==> src/rtl/tape_cell_ctrl.sv <==
// -----------------------------------------------------------------------------
// tape_cell_ctrl
// Working-register cache for the tape cell under the head. INC/DEC/LOAD run in
// one cycle on the cached value. Head moves and flushes write the dirty cell
// back and fetch the new cell over a req/ack memory handshake.
//
// Optional feature: define TAPE_CELL_SAT_EN to make INC/DEC saturate
// (INC clamps at all-ones, DEC clamps at zero) instead of wrapping.
//
// Parameters
//   WIDTH      cell / working-register width
//   ADDR_W     tape address width
//   ADDR_RESET head address after reset
//   STEP       INC/DEC magnitude (< 2^WIDTH)
//
// Ports
//   clk, rst_n            clock, async active-low reset
//   cmd_valid/cmd_ready   command handshake (ready only in IDLE)
//   cmd                   0 NOP,1 INC,2 DEC,3 MVR,4 MVL,5 LOAD,6 FLUSH,7 NOP
//   load_data             LOAD operand
//   reg_value, zero       cached cell value and its zero flag (zero is comb)
//   dirty                 cache differs from memory
//   head_addr             current head address
//   mem_req/mem_we/mem_addr/mem_wdata   memory request (we=1 write-back)
//   mem_ack/mem_rdata     request completion and fetch data
// -----------------------------------------------------------------------------
module tape_cell_ctrl #(
   parameter int unsigned WIDTH      = 8,
   parameter int unsigned ADDR_W     = 16,
   parameter int unsigned ADDR_RESET = 0,
   parameter int unsigned STEP       = 1
) (
   input  logic              clk,
   input  logic              rst_n,
   input  logic              cmd_valid,
   output logic              cmd_ready,
   input  logic [2:0]        cmd,
   input  logic [WIDTH-1:0]  load_data,
   output logic [WIDTH-1:0]  reg_value,
   output logic              zero,
   output logic              dirty,
   output logic [ADDR_W-1:0] head_addr,
   output logic              mem_req,
   output logic              mem_we,
   output logic [ADDR_W-1:0] mem_addr,
   output logic [WIDTH-1:0]  mem_wdata,
   input  logic              mem_ack,
   input  logic [WIDTH-1:0]  mem_rdata
);

   localparam logic [WIDTH-1:0]  STEP_W   = WIDTH'(STEP);
   localparam logic [ADDR_W-1:0] HEAD_RST = ADDR_W'(ADDR_RESET);
   localparam logic [ADDR_W-1:0] ADDR_ONE = ADDR_W'(1);

   localparam logic [2:0] CMD_INC   = 3'd1;
   localparam logic [2:0] CMD_DEC   = 3'd2;
   localparam logic [2:0] CMD_MVR   = 3'd3;
   localparam logic [2:0] CMD_MVL   = 3'd4;
   localparam logic [2:0] CMD_LOAD  = 3'd5;
   localparam logic [2:0] CMD_FLUSH = 3'd6;

   typedef enum logic [1:0] {
      ST_IDLE  = 2'd0,
      ST_WB    = 2'd1,
      ST_FETCH = 2'd2
   } state_t;

   state_t            state;
   logic              wb_from_move;   // write-back is followed by a fetch
   logic [WIDTH-1:0]  inc_val_c;
   logic [WIDTH-1:0]  dec_val_c;
   logic [ADDR_W-1:0] head_step_c;

   assign zero = (reg_value == '0);

   // Arithmetic results for INC/DEC (wrap or saturate)
`ifdef TAPE_CELL_SAT_EN
   logic [WIDTH:0] inc_sum_c;

   always_comb begin
      inc_sum_c = {1'b0, reg_value} + {1'b0, STEP_W};
      inc_val_c = inc_sum_c[WIDTH] ? '1 : inc_sum_c[WIDTH-1:0];
      dec_val_c = (reg_value < STEP_W) ? '0 : (reg_value - STEP_W);
   end
`else
   always_comb begin
      inc_val_c = reg_value + STEP_W;
      dec_val_c = reg_value - STEP_W;
   end
`endif

   // Neighbouring head address for MVR/MVL, wrapping modulo 2^ADDR_W
   always_comb begin
      head_step_c = (cmd == CMD_MVR) ? (head_addr + ADDR_ONE) : (head_addr - ADDR_ONE);
   end

   // Control FSM with registered outputs
   always_ff @(posedge clk or negedge rst_n) begin
      if (!rst_n) begin
         state        <= ST_IDLE;
         cmd_ready    <= 1'b1;
         wb_from_move <= 1'b0;
         reg_value    <= '0;
         dirty        <= 1'b0;
         head_addr    <= HEAD_RST;
         mem_req      <= 1'b0;
         mem_we       <= 1'b0;
         mem_addr     <= '0;
         mem_wdata    <= '0;
      end else begin
         case (state)
            ST_IDLE: begin
               if (cmd_valid) begin
                  case (cmd)
                     CMD_INC: begin
                        reg_value <= inc_val_c;
                        dirty     <= 1'b1;
                     end
                     CMD_DEC: begin
                        reg_value <= dec_val_c;
                        dirty     <= 1'b1;
                     end
                     CMD_LOAD: begin
                        reg_value <= load_data;
                        dirty     <= 1'b1;
                     end
                     CMD_MVR, CMD_MVL: begin
                        // Head moves now; memory sees the old address for
                        // the write-back and the new one for the fetch.
                        head_addr <= head_step_c;
                        mem_req   <= 1'b1;
                        cmd_ready <= 1'b0;
                        if (dirty) begin
                           state        <= ST_WB;
                           wb_from_move <= 1'b1;
                           mem_we       <= 1'b1;
                           mem_addr     <= head_addr;
                           mem_wdata    <= reg_value;
                        end else begin
                           state    <= ST_FETCH;
                           mem_we   <= 1'b0;
                           mem_addr <= head_step_c;
                        end
                     end
                     CMD_FLUSH: begin
                        if (dirty) begin
                           state        <= ST_WB;
                           wb_from_move <= 1'b0;
                           cmd_ready    <= 1'b0;
                           mem_req      <= 1'b1;
                           mem_we       <= 1'b1;
                           mem_addr     <= head_addr;
                           mem_wdata    <= reg_value;
                        end
                     end
                     default: ;
                  endcase
               end
            end

            ST_WB: begin
               if (mem_ack) begin
                  dirty <= 1'b0;
                  if (wb_from_move) begin
                     // mem_req stays high straight into the fetch
                     state    <= ST_FETCH;
                     mem_we   <= 1'b0;
                     mem_addr <= head_addr;
                  end else begin
                     state     <= ST_IDLE;
                     cmd_ready <= 1'b1;
                     mem_req   <= 1'b0;
                     mem_we    <= 1'b0;
                  end
               end
            end

            ST_FETCH: begin
               if (mem_ack) begin
                  reg_value <= mem_rdata;
                  dirty     <= 1'b0;
                  state     <= ST_IDLE;
                  cmd_ready <= 1'b1;
                  mem_req   <= 1'b0;
               end
            end

            default: begin
               state     <= ST_IDLE;
               cmd_ready <= 1'b1;
               mem_req   <= 1'b0;
               mem_we    <= 1'b0;
            end
         endcase
      end
   end

endmodule

==> config.mk <==
export PLATFORM = sky130hd
export DESIGN_NAME = tape_cell_ctrl
export DESIGN_NICKNAME = d
export VERILOG_FILES = /design/src/rtl/tape_cell_ctrl.sv
export SDC_FILE = /design/constraint.sdc
export NUM_CORES = 1
export LEC_CHECK = 0
export CAP_MARGIN = 5
export CELL_PAD_IN_SITES_DETAIL_PLACEMENT = 0
export CELL_PAD_IN_SITES_GLOBAL_PLACEMENT = 2
export CORE_MARGIN = 2
export CORE_UTILIZATION = 30
export CTS_BUF_LIST = sky130_fd_sc_hd__clkbuf_4 sky130_fd_sc_hd__clkbuf_8 sky130_fd_sc_hd__clkbuf_16
export CTS_CLUSTER_SIZE = 14
export DETAILED_ROUTE_END_ITERATION = 8
export GPL_ROUTABILITY_DRIVEN = 1
export PLACE_DENSITY = 0.84
export SYNTH_ARGS = -nofsm -noshare
export SYNTH_HDL_FRONTEND = slang
export SYNTH_SLANG_ARGS = --single-unit
==> constraint.sdc <==
create_clock -name clk -period 2.63 [get_ports clk]
set_input_delay 0.6575 -clock clk [delete_from_list [all_inputs] [get_ports clk]]
set_output_delay 0.6575 -clock clk [all_outputs]
set_load 0.005 [all_outputs]
Yosys cells after proc, flatten, opt, wreduce, memory -nomap -nowiden
Cells that the tools add are included.
- add/sub/neg operators: 4
- eq/ne operators: 20
- mux-type cells: 42
- bitwise operators: 1
- reduce and logical (&&, ||, !) cells: 19
- operators by type and width (kind ; number):
    two-way mux 16 bit ; 6
    one-hot mux 16 bit (2 select lines) ; 2
    one-hot mux 8 bit (3 select lines) ; 1
    adder 16 x 1 -> 16 bit, second input constant ; 1
    two-way mux 8 bit ; 2
    inequality test 2 bit, second input constant ; 8
    one-hot mux 8 bit (2 select lines) ; 1
    subtractor 16 x 1 -> 16 bit, second input constant ; 1
    AND reduction 5 bit ; 3
    two-way mux 1 bit ; 14
    two-way mux 2 bit ; 6
    AND reduction 4 bit ; 3
    AND reduction 6 bit ; 2
    one-hot mux 1 bit (2 select lines) ; 5
    equality test 3 bit, second input constant ; 3
    one-hot mux 1 bit (3 select lines) ; 3
    adder 8 x 1 -> 8 bit, second input constant ; 1
    zero test 8 bit ; 1
    nonzero test 2 bit ; 4
    subtractor 8 x 1 -> 8 bit, second input constant ; 1
    equality test 3 x 2 -> 1 bit, second input constant ; 2
    one-hot mux 2 bit (3 select lines) ; 1
    OR reduction 3 bit ; 2
    inequality test 4 x 1 -> 1 bit, second input constant ; 1
    11 further kinds ; 12
- register bits after elaboration: 55
- input port bits: 23
- output and inout bits: 53
- logic and storage cells: 96

Logic depth before layout (Yosys ltp)
Gate-level depths: netlist of run 1.
- depth after elaboration: 6
- mapped depth: 11

Worst setup path before layout of run 1
No wires, ideal clock.
- path type: input to register
- start point: input cmd[2]
- end point: register mem_addr[14]
- data arrival time: 2753 ps
- data required time: 2511 ps
- setup slack: -242 ps
- stages on the path: 9
- buffers on the path: 0
- cells stage by stage: nand3b_2 -> fa_1 -> a21o_1 -> a221oi_2 -> o31ai_1 -> a21oi_1 -> xor2_1 -> o21ai_1 -> o21a_1
- longest elaborated chain between the ends: 6
- elaborated cells on any way between the ends: 12
- classes of those cells: eq/ne (5); mux (5); reduce/logical (2)
- ends and longest elaborated chain (element ; line ; RTL):
    start, declared ; 37 ; input logic [2:0] cmd,
    equality test 3 x 2 -> 1 bit ; 94, 114 ;
    two-way mux 16 bit ; 94 ; head_step_c = (cmd == CMD_MVR) ? (head_addr + ADDR_ONE) : (head_addr - ADDR_ONE);
    two-way mux 16 bit ; 133 ; if (dirty) begin
    one-hot mux 16 bit (2 select lines) ; 114 ; case (cmd)
    two-way mux 16 bit ; 113 ; if (cmd_valid) begin
    one-hot mux 16 bit (2 select lines) ; 111 ; case (state)
    end signal, assigned ; 137 ; mem_addr <= head_addr;
    end signal, assigned ; 142 ; mem_addr <= head_step_c;
    end signal, assigned ; 152 ; mem_addr <= head_addr;
    end, declared ; 45 ; output logic [ADDR_W-1:0] mem_addr,
Several ways; a longest one is shown, not always the timed one. The select of a mux whose other input is x is not followed.
A chain may end at the register's enable or synchronous reset.

Worst setup path in the final report of run 1
- start point: input cmd[0]
- end point: register reg_value[6]
- longest elaborated chain between the ends: 4
- elaborated cells on any way between the ends: 8
- classes of those cells: eq/ne (4); mux (3); reduce/logical (1)
- ends and longest elaborated chain (element ; line ; RTL):
    equality test 3 bit, or another cell as far along ; 114 ;
    one-hot mux 8 bit (3 select lines) ; 114 ;
    two-way mux 8 bit ; 113 ;
    one-hot mux 8 bit (2 select lines) ; 111 ;
    end signal, assigned ; 116 ; reg_value <= inc_val_c;
    end signal, assigned ; 120 ; reg_value <= dec_val_c;
    end signal, assigned ; 124 ; reg_value <= load_data;
    end, declared ; 39 ; output logic [WIDTH-1:0] reg_value,
Several ways; a longest one is shown, not always the timed one. The select of a mux whose other input is x is not followed.

==> impl_metrics.ini, run 1 <==
[pwr]
p_leak_nw = 2.40
clkPwrFrac = 0.116
combPwrFrac = 0.647
p_switching_mw = 2.69
p_sw_frac = 0.391
p_int_mw = 4.20
power_density_nw_per_um2 = 1290
seq_power_share = 0.237
power.ir.vdd_worst_uv = 563

[worst_setup_path]
crit_path_end_kind = register
r2r_end = head_addr[12]
r2r.worst_path.cells = 8
crit_family = compound AO/OA/AOI/OAI gates
arrival_ns = 2.75
cp-start-kind = input pin
r2r_slack_ns = 0.40
crit_chain = buf_2 -> buf_4 -> nand3b_1 -> buf_4 -> fa_2 -> nor2b_1 -> o21ai_1 -> nand2b_1 -> buf_4 -> a21o_1 -> a31oi_1 -> a221oi_1 -> o31ai_1
critPathBufInv = 4
max_stage_delay_ns = 0.34
required_ns = 2.82
critPathKind = input pin to register
r2r_start = head_addr[1]
cp_slowest_cell = fa_2
crit_fanout = 5
crit_top_cell = buf_4

[clock_network]
clk_path_buf_depth = 2
cts_max_level = 2
cts-root-buf = clkbuf_16
cts_tree = done
clock_latency_ns = 0.30
numCtsBuffers = 5
clock_sink_count = 55
clk_pin_slew_ns = 0.08

[global_routing]
antenna_found_initial = 0
grt_pass1_vias = 3475
grt_pass1_wl_um = 17500
globalRouteTotalUtil = 0.171
grt_max_degree = 35
grt-ovfl-total = 0

[sta]
tns_ns = 0
maxSlewViolCount = 0
rsz0062_at_grt = yes
period_share = 0.976
worst_slew_pin_slew_ns = 0.628
fmax_mhz = 390
period_needed_ns = 2.57
max-slew-margin-rel = 0.581
finClkSkew_ns = 0.00809
hold_viol_final = 0
setup_violations = 0
setup_ws_ns = 0.0635

[logic_synthesis]
ys_seq_area_frac = 0.394
netlist_instances = 378
syn_avg_cell_area_sq_um = 9.25
synth_seq_cells = 55
synthFlopType = dfrtp_1
ys_warn_count = 0
ys_types = 51
async_reset_ff_frac = 1.00
syn_nets = 427
synth_area_sq_um = 3500
synth_edf_count = 0

[place]
placed_area_sq_um = 4990
dp_hpwl_um = 8020
dp_slack_ns = -0.744
gp_congestion = 0.868
io_buffers = 75

[outcome]
status = finished, final reports clean

[drt]
drc = 0
vias = 3419
drt_iter0_drc = 93
drt_pass1_iterations = 4
postRouteAntennaNets = 0
routed_wl_um = 10500
viasPerCell = 5.05
routedWlPerCell_um = 15.6

[floorplan]
die_w_um = 112
core_area_sq_um = 11400
num_rows = 39
design.die.area_sq_um = 12500
initial_core_util = 0.306
io_pins = 76
die_y_um = 112

[worst_hold_path]
min_path_type = input pin to asynchronous set/reset pin

[final_layout]
final_area_sq_um = 5350
nFillCells = 1106
final_common_cell = buf_4
area_growth_pct = 53.0
drive_gt1_frac = 0.266
diodes = 0
finalNetCount = 582
layout_common_cells = 79 x buf_4, 70 x clkdlybuf4s50_1, 52 x dfrtp_1, 49 x nand2_1, 43 x o21ai_0

[job]
drv_cap = 0
## worst max path at each step
stage | to | startpoint | cells past startpoint | slack, ns
after global routing | reg_value[7] | cmd[0] | 12 | -0.006
after detailed placement | reg_value[6] | cmd[0] | 12 | -0.74
final | reg_value[6] | cmd[0] | 13 | 0.06
after global placement | mem_addr[15] | cmd[0] | 10 | -0.66
after CTS | zero | reg_value[0] | 3 | 0.02
after floorplan | mem_addr[15] | cmd[2] | 9 | -0.01
## cell type report
| class | count | area, sq um | share of cell area |
|---|---|---|---|
| clock buffers | 6 | 139 | 0.0260 |
| clock inverters | 2 | 35.0 | 0.00655 |
| inverters | 12 | 45.0 | 0.00842 |
| multi-input cells | 300 | 2160 | 0.404 |
| flip-flops and latches | 55 | 1380 | 0.258 |
| well taps | 143 | 179 | 0.0334 |
| repair buffers | 159 | 1410 | 0.263 |
## worst reg2reg max path: stages (launching register included)
cell and delay (ns):
dfrtp_1 0.47, fa_2 0.40, a21o_1 0.21, a221oi_2 0.23, buf_4 0.17, nor3_1 0.06
a211oi_2 0.18, xnor2_1 0.12, mux2_2 0.27
## metal layers
layer  track usage  share of wire
met4        0.0455          0.017
met5             0              0
met3        0.0310          0.035
met1         0.224           0.47
met2         0.291           0.48
## synthesized netlist by cell type (3+ instances only)
cell type	count	area [sq um]
o311ai_0	3	26.3
mux2i_1	7	70.1
o31ai_1	3	22.5
buf_2	5	25.0
clkbuf_1	7	26.3
nor2_1	18	67.6
ha_1	24	300
inv_1	12	45.0
nand2b_1	7	43.8
a22o_1	3	26.3
nand3_1	7	35.0
xnor2_1	9	78.8
nor2b_1	3	18.8
xor2_1	11	96.3
nor3_1	6	30.0
a21o_1	7	52.6
a31oi_1	7	43.8
nand2_1	50	188
o211ai_1	3	22.5
mux2_2	16	180
a211oi_1	6	45.0
dfrtp_1	54	1350
a21oi_1	25	125
and3_1	4	25.0
o21ai_0	47	235
## sequential cells by signal, indices dropped and copies added (netlist names), 2 cells and up
name	cells
state	2
mem_wdata	8
reg_value	8
head_addr	16
mem_addr	16
## power by group through the flow
stage	sequential, mW	clock, mW	combinational [mW]
2_1_floorplan	1.59	0	2.17
3_3_place_gp	1.62	0	4.19
3_5_place_dp	1.63	0	4.27
4_1_cts	1.64	0.816	4.43
5_1_grt	1.70	0.854	4.93
6_report	1.63	0.797	4.46
## per-stage QoR
| stage | std cells | power (mW) | hold WS [ns] | utilization |
|---|---|---|---|---|
| after CTS | 673 | 6.88 | 0.371 | 0.464 |
| after global routing | 677 | 7.49 | 0.389 | 0.469 |
| final | 677 | 6.89 | 0.364 | 0.469 |
| after global placement | 660 | 5.81 | 0.467 | 0.437 |
| after floorplan | 378 | 3.77 | 0.362 | - |
| after detailed placement | 660 | 5.90 | 0.474 | 0.437 |
## kinds of logic after synthesis
family / share of synthesized area
fa+ha+maj: 0.0973
xor+xnor: 0.0501
flops: 0.394
compound gates: 0.216
buf+inv: 0.0275
simple gates: 0.143
mux: 0.0716
## repair_timing
| item | in CTS | in global routing |
|---|---|---|
| hold buffers | 0 | 0 |
| gates resized for setup | 31 | 9 |
| setup buffers | 4 | 4 |
| cloned | 1 | 0 |
| pin swaps | 13 | 5 |
| endpoints found under the setup margin | 26 | 9 |
Power figures use the tool's default switching activity.
==> run 2: changes to the inputs <==
--- a/config.mk
+++ b/config.mk
@@ -6,15 +6,13 @@
 export NUM_CORES = 1
 export LEC_CHECK = 0
 export CAP_MARGIN = 5
-export CELL_PAD_IN_SITES_DETAIL_PLACEMENT = 0
-export CELL_PAD_IN_SITES_GLOBAL_PLACEMENT = 2
 export CORE_MARGIN = 2
 export CORE_UTILIZATION = 30
 export CTS_BUF_LIST = sky130_fd_sc_hd__clkbuf_4 sky130_fd_sc_hd__clkbuf_8 sky130_fd_sc_hd__clkbuf_16
 export CTS_CLUSTER_SIZE = 14
 export DETAILED_ROUTE_END_ITERATION = 8
 export GPL_ROUTABILITY_DRIVEN = 1
-export PLACE_DENSITY = 0.84
+export PLACE_DENSITY = 0.58
 export SYNTH_ARGS = -nofsm -noshare
 export SYNTH_HDL_FRONTEND = slang
 export SYNTH_SLANG_ARGS = --single-unit
==> run 2 against run 1 <==
Compared with the run above: clock power fell by 12%; sequential share of layout area rose by 0.31 points; global-route usage fell by 0.49 points; die area did not move; non-clock buffer count fell by 10; sequential cell count did not move; combinational power barely moved; final area fell by 1.3%; register-to-register slack got worse by 0.03 ns; setup slack improved by 0.026 ns; critical path depth fell by 10; largest power group unchanged.
==> impl_metrics.ini, run 2 (same netlist as run 1, synthesis figures left out) <==
[outcome]
status = finished, final reports clean

[final_layout]
drive_gt1_frac = 0.248
area_growth_pct = 51.1
layout_common_cells = 71 x buf_4, 71 x clkdlybuf4s50_1, 53 x dfrtp_1, 50 x nand2_1, 44 x o21ai_0
reg_top3 = head_addr: 16 flops, mem_addr: 16 flops
finalNetCount = 572
nFillCells = 1112
final_area_sq_um = 5280
diodes = 0
fin_cells = 667

[pwr]
power.ir.vdd_worst_uv = 487
p_leak_nw = 2.34
fin_total_pwr_mw = 6.79
power_density_nw_per_um2 = 1280

[drt]
viasPerCell = 4.98
routed_wl_um = 10200
vias = 3320
postRouteAntennaNets = 0
drc = 0
routedWlPerCell_um = 15.3
drt_iter0_drc = 148
drt_pass1_iterations = 4

[worst_setup_path]
critPathBufInv = 1
crit_fanout = 6
startpoint = reg_value[1]
r2r_end = head_addr[9]
cp_slowest_cell = or4_1
crit_path_end_kind = output port
crit_family = simple AND/OR/NAND/NOR gates
required_ns = 1.97
r2r_start = head_addr[1]
arrival_ns = 1.88
r2r_slack_ns = 0.37
worst-path-stages = 3
crit_chain = or4_1 -> nor2_1 -> clkdlybuf4s50_1
max_stage_delay_ns = 0.52
setup.worst_path.end = zero
cp-start-kind = register
critPathKind = register to output port
r2r.worst_path.cells = 7

[sta]
fmax_mhz = 394
period_needed_ns = 2.54
hold_viol_final = 0
period_share = 0.966
worst_slew_pin_slew_ns = 0.608
setup_violations = 0
max-slew-margin-rel = 0.594
tns_ns = 0
finClkSkew_ns = 0.00660
holdWs_ns = 0.360
maxSlewViolCount = 0

[clock_network]
numCtsBuffers = 5
cts_tree = done
cts-root-buf = clkbuf_16
clk_path_buf_depth = 2
clock_sink_count = 55
cts_max_level = 2
holdBufCountCts = 0
clock_latency_ns = 0.30
clk_pin_slew_ns = 0.07

[global_routing]
grt_pass1_wl_um = 16800
globalRouteTotalUtil = 0.166
grt_max_degree = 35
grt_pass1_vias = 3480
grt-ovfl-total = 0
antenna_found_initial = 0

[floorplan]
num_rows = 39
die_w_um = 112
design.die.area_sq_um = 12500
die_y_um = 112
initial_core_util = 0.306
io_pins = 76
core_area_sq_um = 11400

[worst_hold_path]
min_path_type = input pin to asynchronous set/reset pin

[place]
dpl.cell_count = 650
placed_area_sq_um = 4910
gp_congestion = 0.906
io_buffers = 75
dp_hpwl_um = 7710

[job]
drv_cap = 0
[run 2: power breakdown]
| part | switching [mW] | internal, mW | total (mW) |
|---|---|---|---|
| Sequential | 0.363 | 1.26 | 1.62 |
| Combinational | 2.03 | 2.43 | 4.46 |
| Clock | 0.321 | 0.382 | 0.702 |
| Total | 2.71 | 4.07 | 6.79 |
[run 2: how the worst min path moves through the flow]
stage | to | slack [ns]
final | reg_value[6] | 0.36
after global routing | reg_value[6] | 0.38
after CTS | reg_value[6] | 0.36
after detailed placement | mem_addr[10] | 0.47
after global placement | mem_addr[10] | 0.47
after floorplan | dirty | 0.36
[run 2: routing by layer]
layer	GRT usage	vias to the layer above	wire length [um]
met5	0	-	0
met4	0.0512	0	165
met3	0.0321	11	442
met2	0.297	65	5070
met1	0.201	1584	4530
li1	-	1660	-
[run 2: worst reg2reg max path, delay by kind of cell, from the launching register on]
kind | cells | cell delay (ns)
AOI/OAI and AO/OA | 4 | 0.89
DFF | 1 | 0.45
adders and majority gates | 1 | 0.35
muxes | 1 | 0.27
xor gates and xnor gates | 1 | 0.19
[run 2: layout make-up]
class,instances,area (sq um),area share
clock buffer,6,139,0.0263
tap,143,179,0.0339
timing repair buffer,149,1340,0.253
inverter,12,45.0,0.00852
clock inverter,2,16.3,0.00308
sequential,55,1380,0.261
multi-input combinational,300,2190,0.414
[run 2: what timing repair did]
action / in CTS / in global routing
setup endpoints to repair: 28 / 21
resized for setup: 23 / 21
hold endpoints to repair: 0 / 0
cloned: 1 / 0
buffers inserted: 6 / 2
pin swaps: 8 / 12
[run 2: stage by stage]
stage                      util  worst slack, ns
after floorplan               -          -0.0117
after global placement    0.430           -0.822
after detailed placement  0.430           -0.878
after CTS                 0.457          0.00265
after global routing      0.463          -0.0157
final                     0.463           0.0894
